## src/rtl/kernel_ctrl_pkg.sv

```systemverilog
// Shared definitions for the kernel run controllers: FSM encoding and default timing limits.
package kernel_ctrl_pkg;

  typedef enum logic [2:0] {
    StIdle,
    StRun,
    StReload,
    StGap,
    StErr
  } state_e;

  localparam int unsigned DefGapCycles     = 4;
  localparam int unsigned DefTimeoutCycles = 1 << 20;

endpackage

```

## src/rtl/sync_2ff.sv

```systemverilog
// Generic two-flop level synchronizer for single-bit quasi-static inputs.
module sync_2ff (
  input  logic i_clk,
  input  logic i_rst,
  input  logic i_d,
  output logic o_q
);

  logic r_meta;
  logic r_sync;

  always_ff @(posedge i_clk) begin
    if (i_rst) begin
      r_meta <= 1'b0;
      r_sync <= 1'b0;
    end else begin
      r_meta <= i_d;
      r_sync <= r_meta;
    end
  end

  assign o_q = r_sync;

endmodule

```

## src/rtl/kernel_run_ctrl.sv

```systemverilog
// Run sequencer for an ap_ctrl_hs kernel: back-to-back runs while triggered, periodic dataset
// swaps, per-run latency, run counting and a hung-kernel watchdog.
module kernel_run_ctrl
  import kernel_ctrl_pkg::*;
#(
  parameter int unsigned DATASET_NUM     = 8,
  parameter int unsigned RUN_PER_DATASET = 1,
  parameter int unsigned GAP_CYCLES      = DefGapCycles,
  parameter int unsigned TIMEOUT_CYCLES  = DefTimeoutCycles,
  parameter int unsigned LAT_W           = 32,
  parameter int unsigned CNT_W           = 32,
  localparam int unsigned IdxW           = $clog2(DATASET_NUM)
) (
  input  logic             ap_clk,
  input  logic             ap_rst,
  input  logic             trig_in,
  output logic             ap_start,
  input  logic             ap_ready,
  input  logic             ap_done,
  input  logic             ap_idle,
  output logic             reload_req,
  input  logic             reload_done,
  output logic [IdxW-1:0]  dataset_idx,
  output logic [CNT_W-1:0] run_cnt,
  output logic [LAT_W-1:0] last_lat,
  output logic             busy,
  output logic             err_timeout
);

  localparam int unsigned InvW = $clog2(RUN_PER_DATASET + 1);
  localparam int unsigned GapW = (GAP_CYCLES > 1) ? $clog2(GAP_CYCLES) : 1;
  localparam int unsigned WdW  = $clog2(TIMEOUT_CYCLES + 1);

  state_e           r_state;
  state_e           w_state_d;
  logic             w_trig_s;
  logic             r_ap_start;
  logic             r_err;
  logic [IdxW-1:0]  r_idx;
  logic [CNT_W-1:0] r_run_cnt;
  logic [LAT_W-1:0] r_last_lat;
  logic [LAT_W-1:0] r_lat;
  logic [InvW-1:0]  r_inv_cnt;
  logic [GapW-1:0]  r_gap_cnt;
  logic [WdW-1:0]   r_wd_cnt;

  logic w_run_enter;
  logic w_done_evt;
  logic w_swap_evt;
  logic w_inv_wrap;
  logic w_gap_last;
  logic w_wd_expired;

  sync_2ff u_trig_sync (
    .i_clk (ap_clk),
    .i_rst (ap_rst),
    .i_d   (trig_in),
    .o_q   (w_trig_s)
  );

  assign w_inv_wrap   = (r_inv_cnt + InvW'(1)) == InvW'(RUN_PER_DATASET);
  // A zero-length gap still occupies one cycle in GAP.
  assign w_gap_last   = (GAP_CYCLES <= 1) || (r_gap_cnt == GapW'(GAP_CYCLES - 1));
  assign w_wd_expired = r_wd_cnt == WdW'(TIMEOUT_CYCLES);

  always_ff @(posedge ap_clk) begin
    if (ap_rst) begin
      r_state <= StIdle;
    end else begin
      r_state <= w_state_d;
    end
  end

  always_comb begin
    w_state_d   = r_state;
    w_run_enter = 1'b0;
    w_done_evt  = 1'b0;
    w_swap_evt  = 1'b0;
    case (r_state)
      StIdle: begin
        if (w_trig_s && ap_idle) begin
          w_state_d   = StRun;
          w_run_enter = 1'b1;
        end
      end
      StRun: begin
        // A completing run takes priority over the watchdog in the same cycle.
        if (ap_done) begin
          w_done_evt = 1'b1;
          w_state_d  = w_inv_wrap ? StReload : StGap;
        end else if (w_wd_expired) begin
          w_state_d = StErr;
        end
      end
      StReload: begin
        if (reload_done) begin
          w_swap_evt = 1'b1;
          w_state_d  = StGap;
        end
      end
      StGap: begin
        if (w_gap_last) begin
          if (w_trig_s) begin
            w_state_d   = StRun;
            w_run_enter = 1'b1;
          end else begin
            w_state_d = StIdle;
          end
        end
      end
      StErr:   w_state_d = StErr;
      default: w_state_d = StIdle;
    endcase
  end

  always_ff @(posedge ap_clk) begin
    if (ap_rst) begin
      r_ap_start <= 1'b0;
      r_err      <= 1'b0;
      r_idx      <= '0;
      r_run_cnt  <= '0;
      r_last_lat <= '0;
      r_lat      <= '0;
      r_inv_cnt  <= '0;
      r_gap_cnt  <= '0;
      r_wd_cnt   <= '0;
    end else begin
      r_ap_start <= w_run_enter | (r_ap_start & ~ap_ready & (w_state_d == StRun));

      if (w_run_enter) begin
        r_lat    <= LAT_W'(1);
        r_wd_cnt <= WdW'(1);
      end else if (r_state == StRun) begin
        if (r_lat != '1) begin
          r_lat <= r_lat + LAT_W'(1);
        end
        r_wd_cnt <= r_wd_cnt + WdW'(1);
      end

      if (w_done_evt) begin
        r_run_cnt  <= r_run_cnt + CNT_W'(1);
        r_last_lat <= r_lat;
        r_inv_cnt  <= w_inv_wrap ? '0 : r_inv_cnt + InvW'(1);
      end

      if (w_swap_evt) begin
        r_idx <= (r_idx == IdxW'(DATASET_NUM - 1)) ? '0 : r_idx + IdxW'(1);
      end

      r_gap_cnt <= (r_state == StGap) ? r_gap_cnt + GapW'(1) : '0;

      if (w_state_d == StErr) begin
        r_err <= 1'b1;
      end
    end
  end

  assign ap_start    = r_ap_start;
  assign reload_req  = (r_state == StReload);
  assign dataset_idx = r_idx;
  assign run_cnt     = r_run_cnt;
  assign last_lat    = r_last_lat;
  assign busy        = (r_state != StIdle);
  assign err_timeout = r_err;

endmodule
```

## config.mk

```make
export PLATFORM = sky130hd
export DESIGN_NAME = kernel_run_ctrl
export DESIGN_NICKNAME = d
export VERILOG_FILES = /design/src/rtl/kernel_ctrl_pkg.sv /design/src/rtl/sync_2ff.sv /design/src/rtl/kernel_run_ctrl.sv
export SDC_FILE = /design/constraint.sdc
export NUM_CORES = 1
export LEC_CHECK = 0
export BUFFER_PORTS_ARGS = -buffer_cell sky130_fd_sc_hd__buf_2
export CAP_MARGIN = 30
export CORE_ASPECT_RATIO = 0.8
export CORE_MARGIN = 1.5
export CORE_UTILIZATION = 50
export DETAILED_ROUTE_END_ITERATION = 8
export GPL_TIMING_DRIVEN = 0
export PLACE_DENSITY = 0.71
export SLEW_MARGIN = 0
export SYNTH_ARGS = -nofsm -noshare
export SYNTH_HDL_FRONTEND = slang
export SYNTH_SLANG_ARGS = --single-unit
```

## constraint.sdc

```tcl
create_clock -name ap_clk -period 3.8 [get_ports ap_clk]
set_clock_uncertainty 0.2 [all_clocks]
set_input_delay 0.19 -clock ap_clk [delete_from_list [all_inputs] [get_ports ap_clk]]
set_output_delay 0.19 -clock ap_clk [all_outputs]
set_load 0.005 [all_outputs]
```

==> Word-level counts from Yosys, hierarchy flattened <==
Index checks and enable logic that the tools add are counted.
{ "word_totals": {"ff_bits": 129, "inputBits": 7, "output_inout_bits": 71, "elab_cells": 63} }
{ "classes": {"n_addsub": 5, "eq_ne": 10, "n_mux": 21, "bitwise_logic": 5, "n_reduce_logical": 9} }
{ "ops": {"columns": ["op", "n"], "rows": [
  ["adder 32 x 1 -> 32 bit (second input constant)", 2],
  ["!= test 32 bit (second input constant)", 1],
  ["adder 21 x 1 -> 21 bit (second input constant)", 1],
  ["== test 21 bit (second input constant)", 1],
  ["2-to-1 mux 3 bit", 6],
  ["one-hot mux 3 bit (5 select lines)", 1],
  ["2-to-1 mux 1 bit", 13],
  ["== test 3 bit (second input constant)", 3],
  ["== test 3 x 1 -> 1 bit (second input constant)", 2],
  ["== test 3 x 2 -> 1 bit (second input constant)", 2],
  ["AND reduction 2 bit", 2],
  ["nonzero test 2 bit", 2],
  ["OR reduction 2 bit", 2],
  ["adder 3 x 1 -> 3 bit (second input constant)", 1],
  ["logical NOT 3 bit", 1],
  ["nonzero test 3 bit", 1],
  ["adder 2 x 1 -> 2 bit (second input constant)", 1],
  ["bitwise AND 1 bit", 2],
  ["== test 2 bit (second input constant)", 1],
  ["NOT 1 bit", 2],
  ["one-hot mux 1 bit (2 select lines)", 1],
  ["logical AND 1 bit", 1],
  ["OR 1 bit", 1]
]} }

==> Depth between registers and ports, before layout <==
{ "logic_depth": {"depth_word": 7, "mapped_depth": 8, "ltp_nobuf": 7} }

==> Cells and area by module <==
From an unflattened synthesis, not the netlist that was laid out.
{ "hier_totals": {"cells_unflattened": 681, "hier_area_um2": 5654.2} }
{ "by_module_without_submodules": {"columns": ["mod", "instances", "cells_per_inst", "area_each_um2", "seq_area_each_um2"], "rows": [
  ["kernel_run_ctrl", 1, 677, 5601.6, 2542.4],
  ["sync_2ff", 1, 4, 52.6, 40.0]
]} }

==> Worst setup path before layout <==
Ideal clock, no wire load.
{ "synth_path": {"kind": "register to register", "start": "register r_state[1]", "end": "register r_run_cnt[27] (netlist: run_cnt[27])", "setup_time_ps": 121, "t_arrival_ps": 1897, "t_required_ps": 3479, "slack_ps": 1582, "stages_incl_launch_ff": 7, "path_buffers": 1, "synth_period_minus_slack_ps": 2218, "cell_sequence": "dfxtp_1 or3b_1 buf_6 nor3b_4 nand4_4 or3_1 mux2_4"} }
{ "synth_between": {"elab_chain_len": 2} }
{ "synth_lines": {"columns": ["element", "line_no", "text"], "rows": [
  ["start, declared", "kernel_run_ctrl.sv:34", "state_e r_state;"],
  ["start signal, assigned", "kernel_run_ctrl.sv:68", "r_state <= StIdle;"],
  ["start signal, assigned", "kernel_run_ctrl.sv:70", "r_state <= w_state_d;"],
  ["== test 3 x 1 -> 1 bit", "kernel_run_ctrl.sv:79", "case (r_state)"],
  ["2-to-1 mux 1 bit", "kernel_run_ctrl.sv:79", null],
  ["end signal, assigned", "kernel_run_ctrl.sv:141", "r_run_cnt <= r_run_cnt + CNT_W'(1);"],
  ["end, declared", "kernel_run_ctrl.sv:40", "logic [CNT_W-1:0] r_run_cnt;"]
]} }
Every way passes these cells.
A chain may end at the register's enable or synchronous reset.

==> Worst setup path in the final report <==
{ "layout_path": {"start": "register r_state[1]", "end": "register r_run_cnt[26] (netlist: run_cnt[26])"} }
Same word-level chain as after synthesis.

==> results.json <==
{
  "status": "completed",
  "synth-main-ff-cell": "dfxtp_1",
  "maxCapViolCount": 0,
  "multiInputGateArea_um2": 2960,
  "yosysTopAreaCell": "dfxtp_1",
  "met1_usage": 0.323,
  "root_buffer": "clkbuf_16",
  "power_density_nw_per_um2": 476,
  "cts_max_level": 4,
  "setup_violations": 0,
  "crit_slowest_cell": "nor3_4",
  "finalSetupTns_ps": 0,
  "cts_max_path_buffers": 2,
  "regArea_um2": 2580,
  "drt-pass1-iter-count": 5,
  "cts.clk_slew.worst_paths_ps": 60,
  "fin_area_um2": 7040,
  "final_max_slew_viol_count": 0,
  "final_common_cell": "dfxtp_1",
  "dp_slack_ps": 1180,
  "gr-usage-all-layers": 0.242,
  "drive_above_1_share": 0.161,
  "tightest_slew_ps": 819,
  "dieWidth_um": 123,
  "path_max_fanout": 10,
  "mappedNetlistArea_um2": 5750,
  "initialDrtViolationCount": 359,
  "p_leak_nw": 2.69,
  "ctsResizeCount": 0,
  "met3_usage": 0.0579,
  "io_buffers": 77,
  "gp_congestion": 0.851,
  "numCtsBuffers": 17,
  "place_area_um2": 6310,
  "top_usage_layer": "met2",
  "syn_area_per_cell_um2": 8.35,
  "syn_to_final_growth_pct": 22.6,
  "final_nets": 801,
  "whs_ps": 25.8,
  "route.detailed.drc": 0,
  "coreArea_um2": 11000,
  "final.fill_count": 938,
  "ys_types": 56,
  "ys_warn_count": 0,
  "ir_drop_v": 0.000255,
  "gr-usage-met2": 0.378,
  "gr-total-overflow": 0,
  "grt_max_degree": 17,
  "routed_via_density": 5.60,
  "clock-sinks": 129,
  "cts_tree": "yes",
  "min_period_ps": 2630,
  "synthArstFlopShare": 0,
  "holdCritPathClass": "in -> reg",
  "fmax_ghz": 0.381,
  "antenna_left": 0,
  "slowest_delay_ps": 480,
  "yosys.area.top_type_share": 0.449,
  "io_pins": 78,
  "initial_core_util": 0.521,
  "synth-seq-cells": 129,
  "period_share": 0.691,
  "grt_pass1_vias": 5009,
  "syn_nets": 702,
  "slew_headroom": 0.449,
  "finalHoldViolCount": 0,
  "synth_edf_count": 0,
  "crit_path_end_kind": "register",
  "worst_slack_ps": 1170,
  "routed_wl_um": 14100,
  "synthTopCellsByArea": "dfxtp_1 45%, nand2_1 6.5%, a21oi_1 6.0%",
  "start_kind": "register",
  "rows": 34,
  "dieArea_um2": 12100,
  "rsz0062_at_grt": "no",
  "most-common-layout-cells": "129 x dfxtp_1, 100 x nand2_1, 85 x buf_2",
  "die_h_um": 98.9,
  "syn-instance-count": 688,
  "dpl.hpwl_um": 9820,
  "crit_chain": "nand4bb_1 > clkbuf_1 > nor3_4 > nand4_1 > or3_1 > a21oi_1",
  "num_vias": 5288,
  "cpLargestDelayFamily": "simple AND/OR/NAND/NOR gates",
  "power_w": 0.00335,
  "crit_required_ps": 3940,
  "post-cts-setup-buffers": 0,
  "yosysSeqAreaShare": 0.449,
  "cp_num_buf_inv": 1,
  "routedWlPerCell_um": 14.9,
  "path_class": "reg -> reg",
  "clk_latency_ps": 410,
  "n_antenna_cell": 0,
  "antenna_found_initial": 0,
  "grt_pass1_wl_um": 23500,
  "cp.arrival_ps": 2770
}
[power breakdown]
part           internal (W)  total (W)  switching [W]
registers           0.00136    0.00136     0.00000351
logic             0.0000218  0.0000729      0.0000510
clock network       0.00132    0.00192       0.000603
total               0.00270    0.00335       0.000658
[what timing repair did]
| item | 4_1_cts | 5_1_grt |
|---|---|---|
| hold buffers | 3 | 0 |
| endpoints found under the hold margin | 5 | 0 |
| endpoints found under the setup margin | 0 | 0 |
[worst min-delay path, delay by kind of cell]
family / cells / cell delay [ps]
compound gates: 2 / 250
buf+inv: 1 / 150
[sequential cells by signal, summed over array words and instances (netlist names)]
signal              count
r_lat                  32
err_timeout             1
r_gap_cnt               2
ap_start                1
r_wd_cnt               21
last_lat               32
dataset_idx             3
u_trig_sync.o_q         1
run_cnt                32
r_state                 3
u_trig_sync.r_meta      1
[path summary, 6_finish.rpt]
check	cells after the start	slack, ps	end	startpoint
setup reg to reg	6	1170	run_cnt[26]$_SDFFE_PP0P_	r_state[1]$_SDFF_PP0_
hold / removal	3	30	r_state[0]$_SDFF_PP0_	ap_done
hold reg to reg	1	240	r_gap_cnt[0]$_SDFF_PP0_	r_gap_cnt[0]$_SDFF_PP0_
setup / recovery	6	1170	run_cnt[26]$_SDFFE_PP0P_	r_state[1]$_SDFF_PP0_
[area by class of cell]
type,instances,share of cell area
buffer,34,0.0211
clock buffer,19,0.0629
clock inverter,13,0.0366
inverter,14,0.00746
multi-input combinational,511,0.421
sequential,129,0.367
tap,144,0.0256
timing repair buffer,80,0.0590
[kinds of logic (layout without fill, tap and decap cells)]
| group | Yosys count | in the layout | share of synthesized area |
|---|---|---|---|
| simple gates | 341 | 341 | 0.315 |
| flops | 129 | 129 | 0.449 |
| compound gates | 112 | 112 | 0.105 |
| buf+inv | 48 | 160 | 0.0351 |
| xor+xnor | 45 | 45 | 0.0686 |
| fa+ha+maj | 7 | 7 | 0.0152 |
| mux | 6 | 6 | 0.0118 |
[synth_stat cells (8+ instances only)]
| library cell | number |
|---|---|
| or3_1 | 27 |
| and4_1 | 11 |
| dfxtp_1 | 129 |
| nand3_1 | 31 |
| o21ai_0 | 26 |
| buf_2 | 8 |
| nor2_1 | 61 |
| xnor2_1 | 21 |
| inv_1 | 14 |
| nor3_1 | 15 |
| a21oi_1 | 69 |
| nor4_1 | 12 |
| nor2b_1 | 9 |
| clkbuf_1 | 18 |
| nand4_1 | 25 |
| nand2_1 | 100 |
| and3_1 | 9 |
| xor2_1 | 24 |
[metrics by stage]
step	util	instances
floorplan	-	688
global placement	0.573	909
detailed placement	0.573	909
CTS	0.639	944
global route	0.639	944
finish	0.639	944
[per-layer routing]
layer,wire length [um],vias to the layer above
met2,6450,126
met3,623,20
li1,-,2623
met4,203,0
met5,0,-
met1,6810,2519
Note: power is estimated with default switching activity, not from simulation.
